<file path="src/rtl/jtsdram_test_seq.sv">
// jtsdram_test_seq: sequences BANKS SDRAM bank checkers through repeated test
// passes. Each pass waits for a frame tick, pulses start to the enabled banks,
// waits until all of them report done, then records their bad flags. A
// per-pass frame watchdog stops the sequence if a checker never finishes.
//
// Optional feature: define JTSDRAM_HALT_EN to halt the sequence after the
// first pass that reports a mismatch. The halt holds until rst.
module jtsdram_test_seq #(
    parameter int         BANKS = 4,
    parameter logic [7:0] TOUT  = 8'd60
) (
    input  logic             clk,
    input  logic             rst,
    input  logic             LVBL,
    input  logic             run,
    input  logic [BANKS-1:0] en,
    input  logic [BANKS-1:0] done,
    input  logic [BANKS-1:0] bad,
    output logic [BANKS-1:0] start,
    output logic             slow,
    output logic [BANKS-1:0] bad_bank,
    output logic [7:0]       pass_cnt,
    output logic             busy,
    output logic             timeout
);

    typedef enum logic [2:0] {
        S_IDLE,
        S_ARM,
        S_START,
        S_RUN,
        S_CHECK
    } state_t;

    state_t           r_state;
    state_t           w_next;

    logic             r_lvbl;       // LVBL from the previous clock
    logic [BANKS-1:0] r_mask;       // banks taking part in the current pass
    logic [7:0]       r_frame_cnt;  // frame ticks seen in RUN this pass
    logic             r_first;      // first RUN cycle: checker done is stale

    logic             w_tick;
    logic             w_done_all;
    logic [7:0]       w_frame_next;
    logic             w_tout_hit;
    logic             w_halt_blk;   // IDLE may not re-arm
    logic             w_halt_now;   // this CHECK ends the sequence

    // Frame tick is a falling edge of LVBL against its registered copy.
    assign w_tick       = r_lvbl & ~LVBL;

    // Only masked banks count towards completion; the rest are don't-care.
    assign w_done_all   = ((done & r_mask) == r_mask);
    assign w_frame_next = r_frame_cnt + 8'd1;
    assign w_tout_hit   = w_tick && (w_frame_next >= TOUT);

`ifdef JTSDRAM_HALT_EN
    logic r_halt;
    logic w_bad_hit;

    assign w_bad_hit  = |(bad & r_mask);
    assign w_halt_blk = r_halt;
    assign w_halt_now = w_bad_hit;

    // Halt latch: set by a failing pass, cleared only by rst.
    always_ff @(posedge clk or posedge rst) begin
        if (rst) begin
            r_halt <= 1'b0;
        end else if (r_state == S_CHECK && w_bad_hit) begin
            r_halt <= 1'b1;
        end
    end
`else
    assign w_halt_blk = 1'b0;
    assign w_halt_now = 1'b0;
`endif

    // State register.
    always_ff @(posedge clk or posedge rst) begin
        // NOTE: clocked state uses non-blocking assignments so every register
        // samples the pre-edge values regardless of statement order.
        if (rst) begin
            r_state <= S_IDLE;
        end else begin
            r_state <= w_next;
        end
    end

    // Next-state logic.
    always_comb begin
        // NOTE: default first so no path through the case leaves w_next
        // unassigned, which would infer a latch.
        w_next = r_state;
        case (r_state)
            S_IDLE: begin
                if (run && !timeout && !w_halt_blk) begin
                    w_next = S_ARM;
                end
            end
            S_ARM: begin
                if (en == '0) begin
                    w_next = S_IDLE;
                end else if (w_tick) begin
                    w_next = S_START;
                end
            end
            S_START: begin
                w_next = S_RUN;
            end
            S_RUN: begin
                // A finished pass wins over a watchdog expiring on the same cycle.
                if (!r_first && w_done_all) begin
                    w_next = S_CHECK;
                end else if (w_tout_hit) begin
                    w_next = S_IDLE;
                end
            end
            S_CHECK: begin
                if (w_halt_now || !run) begin
                    w_next = S_IDLE;
                end else begin
                    w_next = S_ARM;
                end
            end
            default: begin
                w_next = S_IDLE;
            end
        endcase
    end

    // LVBL history for frame tick detection; idles high so reset never ticks.
    always_ff @(posedge clk or posedge rst) begin
        if (rst) begin
            r_lvbl <= 1'b1;
        end else begin
            r_lvbl <= LVBL;
        end
    end

    // Bank mask follows en while arming and freezes once the pass starts.
    always_ff @(posedge clk or posedge rst) begin
        if (rst) begin
            r_mask <= '0;
        end else if (r_state == S_ARM) begin
            r_mask <= en;
        end
    end

    // Watchdog frame counter and first-RUN-cycle marker.
    always_ff @(posedge clk or posedge rst) begin
        if (rst) begin
            r_frame_cnt <= 8'd0;
            r_first     <= 1'b0;
        end else if (r_state == S_START) begin
            r_frame_cnt <= 8'd0;
            r_first     <= 1'b1;
        end else if (r_state == S_RUN) begin
            r_first <= 1'b0;
            if (w_tick) begin
                r_frame_cnt <= w_frame_next;
            end
        end
    end

    // Sticky watchdog flag, set only when RUN actually gives up.
    always_ff @(posedge clk or posedge rst) begin
        if (rst) begin
            timeout <= 1'b0;
        end else if (r_state == S_RUN && w_next == S_IDLE) begin
            timeout <= 1'b1;
        end
    end

    // End-of-pass bookkeeping: error record, pass count, slow-mode toggle.
    always_ff @(posedge clk or posedge rst) begin
        if (rst) begin
            bad_bank <= '0;
            pass_cnt <= 8'd0;
            slow     <= 1'b0;
        end else if (r_state == S_CHECK) begin
            bad_bank <= bad_bank | (bad & r_mask);
            slow     <= ~slow;
            if (pass_cnt != 8'hFF) begin
                pass_cnt <= pass_cnt + 8'd1;
            end
        end
    end

    // Outputs decoded from registers only, so no input reaches an output.
    assign start = (r_state == S_START) ? r_mask : '0;
    assign busy  = (r_state != S_IDLE);

endmodule

</file>
<file path="config.mk">
export PLATFORM = sky130hd
export DESIGN_NAME = jtsdram_test_seq
export DESIGN_NICKNAME = d
export VERILOG_FILES = /design/src/rtl/jtsdram_test_seq.sv
export SDC_FILE = /design/constraint.sdc
export NUM_CORES = 1
export LEC_CHECK = 0
export ABC_AREA = 1
export ABC_CLOCK_PERIOD_IN_PS = 1500
export CORE_MARGIN = 5
export CORE_UTILIZATION = 47
export CTS_BUF_LIST = sky130_fd_sc_hd__clkbuf_8
export DETAILED_ROUTE_END_ITERATION = 12
export PLACE_DENSITY = 0.79
export SLEW_MARGIN = 25
export SYNTH_ARGS = -nofsm -noshare
export SYNTH_HDL_FRONTEND = slang
export SYNTH_SLANG_ARGS = --single-unit
export TNS_END_PERCENT = 100
</file>
<file path="constraint.sdc">
create_clock -name clk -period 1.5 [get_ports clk]
set_input_delay 0.15 -clock clk [delete_from_list [all_inputs] [get_ports clk]]
set_output_delay 0.15 -clock clk [all_outputs]
set_load 0.02 [all_outputs]
</file>
* Word-level counts from Yosys, hierarchy flattened *
Index checks and enable logic that the tools add are counted.

word-level totals
  register bits after elaboration = 31
  latch bits = 0
  memory bits (writable) = 0
  memory bits (read-only) = 0
  bits of input ports = 16
  output and inout bits = 19
  logic and storage cells = 51
  memories = 0

cells by class
  $add $sub $neg = 2
  multiply operators = 0
  divide/modulo/power cells = 0
  $lt $le $gt $ge = 1
  equality and inequality tests = 6
  shift-type cells = 0
  multiplexer cells = 13
  bitwise operators = 6
  reduce and logical (&&, ||, !) cells = 14

operators by type and width
  operator                                                            number
  2-to-1 mux 8 bit                                                    3
  adder 8 x 1 -> 8 bit (second input constant)                        2
  2-to-1 mux 3 bit                                                    5
  case mux 3 bit (5 select lines)                                     1
  bitwise AND 4 bit                                                   2
  greater-or-equal comparator 8 x 6 -> 1 bit (second input constant)  1
  inequality test 8 bit (second input constant)                       1
  == test 3 x 2 -> 1 bit (second input constant)                      2
  logical NOT 3 bit                                                   2
  == test 4 bit                                                       1
  logical AND 1 bit                                                   4
  logical NOT 4 bit                                                   1
  2-to-1 mux 4 bit                                                    1
  OR 4 bit                                                            1
  AND reduction 2 bit                                                 2
  nonzero test 2 bit                                                  2
  == test 3 x 1 -> 1 bit (second input constant)                      1
  == test 3 bit (second input constant)                               1
  2-to-1 mux 1 bit                                                    3
  nonzero test 3 bit                                                  1
  logical NOT 1 bit                                                   2
  NOT 1 bit                                                           2
  bitwise AND 1 bit                                                   1

* Depth between registers and ports, before layout *
  depth in word-level cells = 8
  gate-level depth with buffers = 11
  depth with buffers taken out = 11

* Least setup slack after synthesis *
No wires, ideal clock.

  path kind = reg2reg
  start point = register pass_cnt[0]
  end point = register pass_cnt[2]
  data arrival time = 1.370 ns
  required time = 1.425 ns
  path slack = 0.054 ns
  stages on the path, launching flop included = 9
  path buffers = 0
  path through = dfrtp_1 ha_1 nand2_1 nor3_2 nand3_2 nand2_4 inv_4 nand2_2 xor2_2

between the ends
  longest elaborated chain between the ends = 2
  elaborated cells between the ends (all ways) = 3
  those cells by class = 1 x add/sub; 1 x eq/ne; 1 x reduce/logical

RTL lines
  item                                                                          line  RTL
  start: declaration                                                            22    output logic [7:0] pass_cnt,
  start signal: assignment                                                      185   pass_cnt <= pass_cnt + 8'd1;
  parallel branches: the longest is 2 deep, another holds adder 8 x 1 -> 8 bit  -

Parallel ways; which one is timed is not known.
A chain may end at the register's enable or synchronous reset.

* Worst setup path after layout *
  start point = register pass_cnt[1]
  end point = output port pass_cnt[1]

No word-level cell between the ends.

==> summary.txt <==
Run status
  • Status: finished, final reports clean

Global routing
  • Gr busiest metal: met2
  • Global-route wire length before repair: just under 6000 µm
  • GR Util met2: 0.292
  • Met3 Use GR: 0.0460
  • Gr usage total: 0.169
  • Vias in the first global route: between 1000 and 1500
  • GR Util met1: 0.195
  • Largest net degree at the start of global routing: 26
  • Overflow after GRT: 0
  • Initial antenna violation count: 0

Timing
  • Rel. slew slack: 0.791
  • Tcrit/Tclk final: 0.967
  • Worst setup margin: approximately 50 ps
  • Max-slew violation count: 0
  • Slew @ Worst Pin: around 310 ps
  • RSZ-0062 raised after global routing: yes
  • Setup-failing EPs final: 0
  • Fmax: 0.689 GHz
  • Setup_tns: 0 ps
  • Skew final: 3.24 ps
  • Hold Fails Final Rpt: 0
  • Fin crit period: between 1000 and 1500 ps

Die
  • Die Y: 68.3 µm
  • Boundary Pins: 35
  • Num rows: 21
  • Initial Util: 0.482
  • Die W: slightly below 70 µm
  • Core Area: roughly 3300 µm²
  • Die Area: around 4700 µm²

Worst setup path
  • CP Cell Sequence: clkdlybuf4s50_1
  • Startpoint types: register
  • Maximum fanout along the worst path: 4
  • Worst path required time: 1350 ps
  • Critical Path Sink Type: primary output
  • CP peak stage delay: about 630 ps
  • CP arrival: approximately 1300 ps
  • Sum of buffers and inverters on the critical path: 1
  • Critical path type: reg2out
  • Delay-heaviest family, CP: buffers and inverters
  • CP max stage cell: clkdlybuf4s50_1

Place
  • Pre-CTS setup slack: -34.9 ps
  • Placed cells: 281
  • Area after DPL: around 2100 µm²
  • HPWL after detailed placement: about 2700 µm
  • IO buf count: 34
  • RePlAce Congestion: ~0.8

Finish
  • Finished Layout Cells: 291
  • Layout area overhead: 41.2%
  • Post-route cell area: ~2300 µm²
  • Proportion of layout cells with a drive suffix above 1: 0.294
  • Nets: around 260
  • # diodes: 0

Logic synthesis
  • Netlist cell types: 32
  • Cell Area, Synth: 1600 µm²
  • Sequential share of the synthesized area: 0.487
  • Area leader, netlist: dfrtp_1
  • Post-Syn Nets: around 200
  • Area contributors post-synth: dfrtp_1 47%, nand2_1 9.9%, inv_1 5.4%
  • Cell count after synthesis: 184
  • Syn avg cell area: 8.68 µm²
  • Synth top area share: 0.470
  • FF+latch count, synth: 31
  • Yosys warns: 0

Clocking
  • Clock sinks: 31
  • CTS clk-pin slew, worst paths: 60 ps
  • Skew-Pair Late Insertion Delay: between 200 and 300 ps
  • CTS Buffer Depth: 2
  • Htree depth: 2
  • CTS Buf Count: 5
  • Post-CTS Hold Buffers: 0
  • CTS tree: built
  • Root buf cell: clkbuf_8

Power and ir drop
  • VDD IR-drop max: a little over 0.0008 V
  • Power Total: between 0.003 and 0.004 W
  • Leakage power: approximately 1.1 nW
  • Pwr/cell area: ~1600 nW/µm²

Route
  • DR DRC count: 0
  • Final ANT Viol Nets: 0
  • Total Wirelength: between 3000 and 4000 µm
  • Iter 0 DRT Violations: 44
  • WL per Instance: between 10 and 15 µm
  • Drt via density: between 4 and 5
  • Vias: between 1000 and 1500
  • Pre-antenna DRT Iters: 4

Run
  • Max-cap violations: 0

Hold path
  • Hold Path Class: in2async
-- cells in the mapped netlist --
cell type,count
nor3_1,1
dfrtp_1,30
nor3_2,2
inv_2,3
nand2_4,1
a21oi_2,1
dfstp_2,1
nor3_4,1
xor2_2,1
o21ai_1,3
nor2_4,1
inv_4,1
nand4_1,1
o21ai_0,10
inv_1,23
nand2_2,7
nand3_2,1
o221ai_1,1
nor2_2,3
ha_1,3
a21oi_1,1
buf_6,1
a32o_1,2
o211ai_1,1
a31o_2,4
o22ai_1,3
nor2_1,17
nand3_1,10
nand2_1,42
a31oi_1,1
xor2_1,1
xnor2_1,6
-- cells by family (layout without fill, tap and decap cells) --
group,after synthesis,count (layout),synth area share
xor gates and xnor gates,8,8,0.0486
adders and majority gates,3,3,0.0235
and+or+nand+nor,87,87,0.259
buffers and inverters,28,89,0.0721
DFF,31,31,0.487
AOI/OAI and AO/OA,27,27,0.110
-- layout make-up --
type                    count  area, µm²
clock buffers               5       68.8
inverters                  27        104
well taps                  46       57.6
fillers                   296       1060
multi-input cells         125        742
clock inverters             3       15.0
flip-flops and latches     31        777
repair buffers             54        490
-- metrics by stage --
stage / hold slack, ps / utilization
global route: 143 / 0.681
floorplan: 154 / -
detailed placement: 419 / 0.644
CTS: 126 / 0.671
global placement: 421 / 0.644
finish: 115 / 0.681
-- cells in the final DEF, fill, tap and decap left out, types with 2 or more instances in the layout --
cell and count:
a32o_1 2, dlymetal6s2s_1 4, nor3_4 2, nand2_2 11, clkdlybuf4s50_1 24, buf_4 18, o21ai_1 2, nor2_1 13
xnor2_1 6, inv_1 22, clkinv_2 3, inv_2 4, clkbuf_8 5, nand3_1 9, o21ai_0 10, a31o_2 4
buf_2 4, nand2_1 38, nand3_2 2, ha_1 2, nor2_2 7, dfrtp_1 30, o22ai_1 3
-- what timing repair did --
action | CTS | global route
pin swaps | 0 | 8
setup endpoints to repair | 6 | 22
resized for setup | 16 | 22
buffers inserted | 0 | 2
-- sequential cells by signal, indices dropped and copies added, names as in the netlist --
signal       count
bad_bank         4
pass_cnt         8
r_first          1
r_frame_cnt      8
r_lvbl           1
r_mask           4
r_state          3
slow             1
timeout          1
-- layer usage --
layer	wire [µm]	vias to the layer above	share of wire
met3	182	7	0.054
met1	1470	654	0.43
met2	1690	40	0.50
met4	59	0	0.017
li1	-	708	-
met5	0	-	0
-- power breakdown --
group / switching (W) / internal, W / total (W)
Sequential: 0.000184 / 0.00111 / 0.00129
Combinational: 0.000899 / 0.000760 / 0.00166
Clock: 0.000307 / 0.000317 / 0.000624
-- final timing paths --
| path | start | end | slack, ps | cells past startpoint |
|---|---|---|---|---|
| worst min register to register | bad_bank[3]$_DFFE_PP0P_ | bad_bank[3]$_DFFE_PP0P_ | 460 | 1 |
| worst max-delay path | pass_cnt[1]$_DFFE_PP0P_ | pass_cnt[1] | 50 | 1 |
| worst min-delay path | rst | pass_cnt[3]$_DFFE_PP0P_ | 110 | 2 |
| max in group asynchronous | rst | r_lvbl$_DFF_PP1_ | 880 | 3 |
| min in group clk | LVBL | r_lvbl$_DFF_PP1_ | 320 | 1 |
| worst max register to register | r_frame_cnt[1]$_DFFE_PP0P_ | r_state[1]$_DFF_PP0_ | 80 | 11 |
No activity file was read; power rests on OpenSTA's default activity.
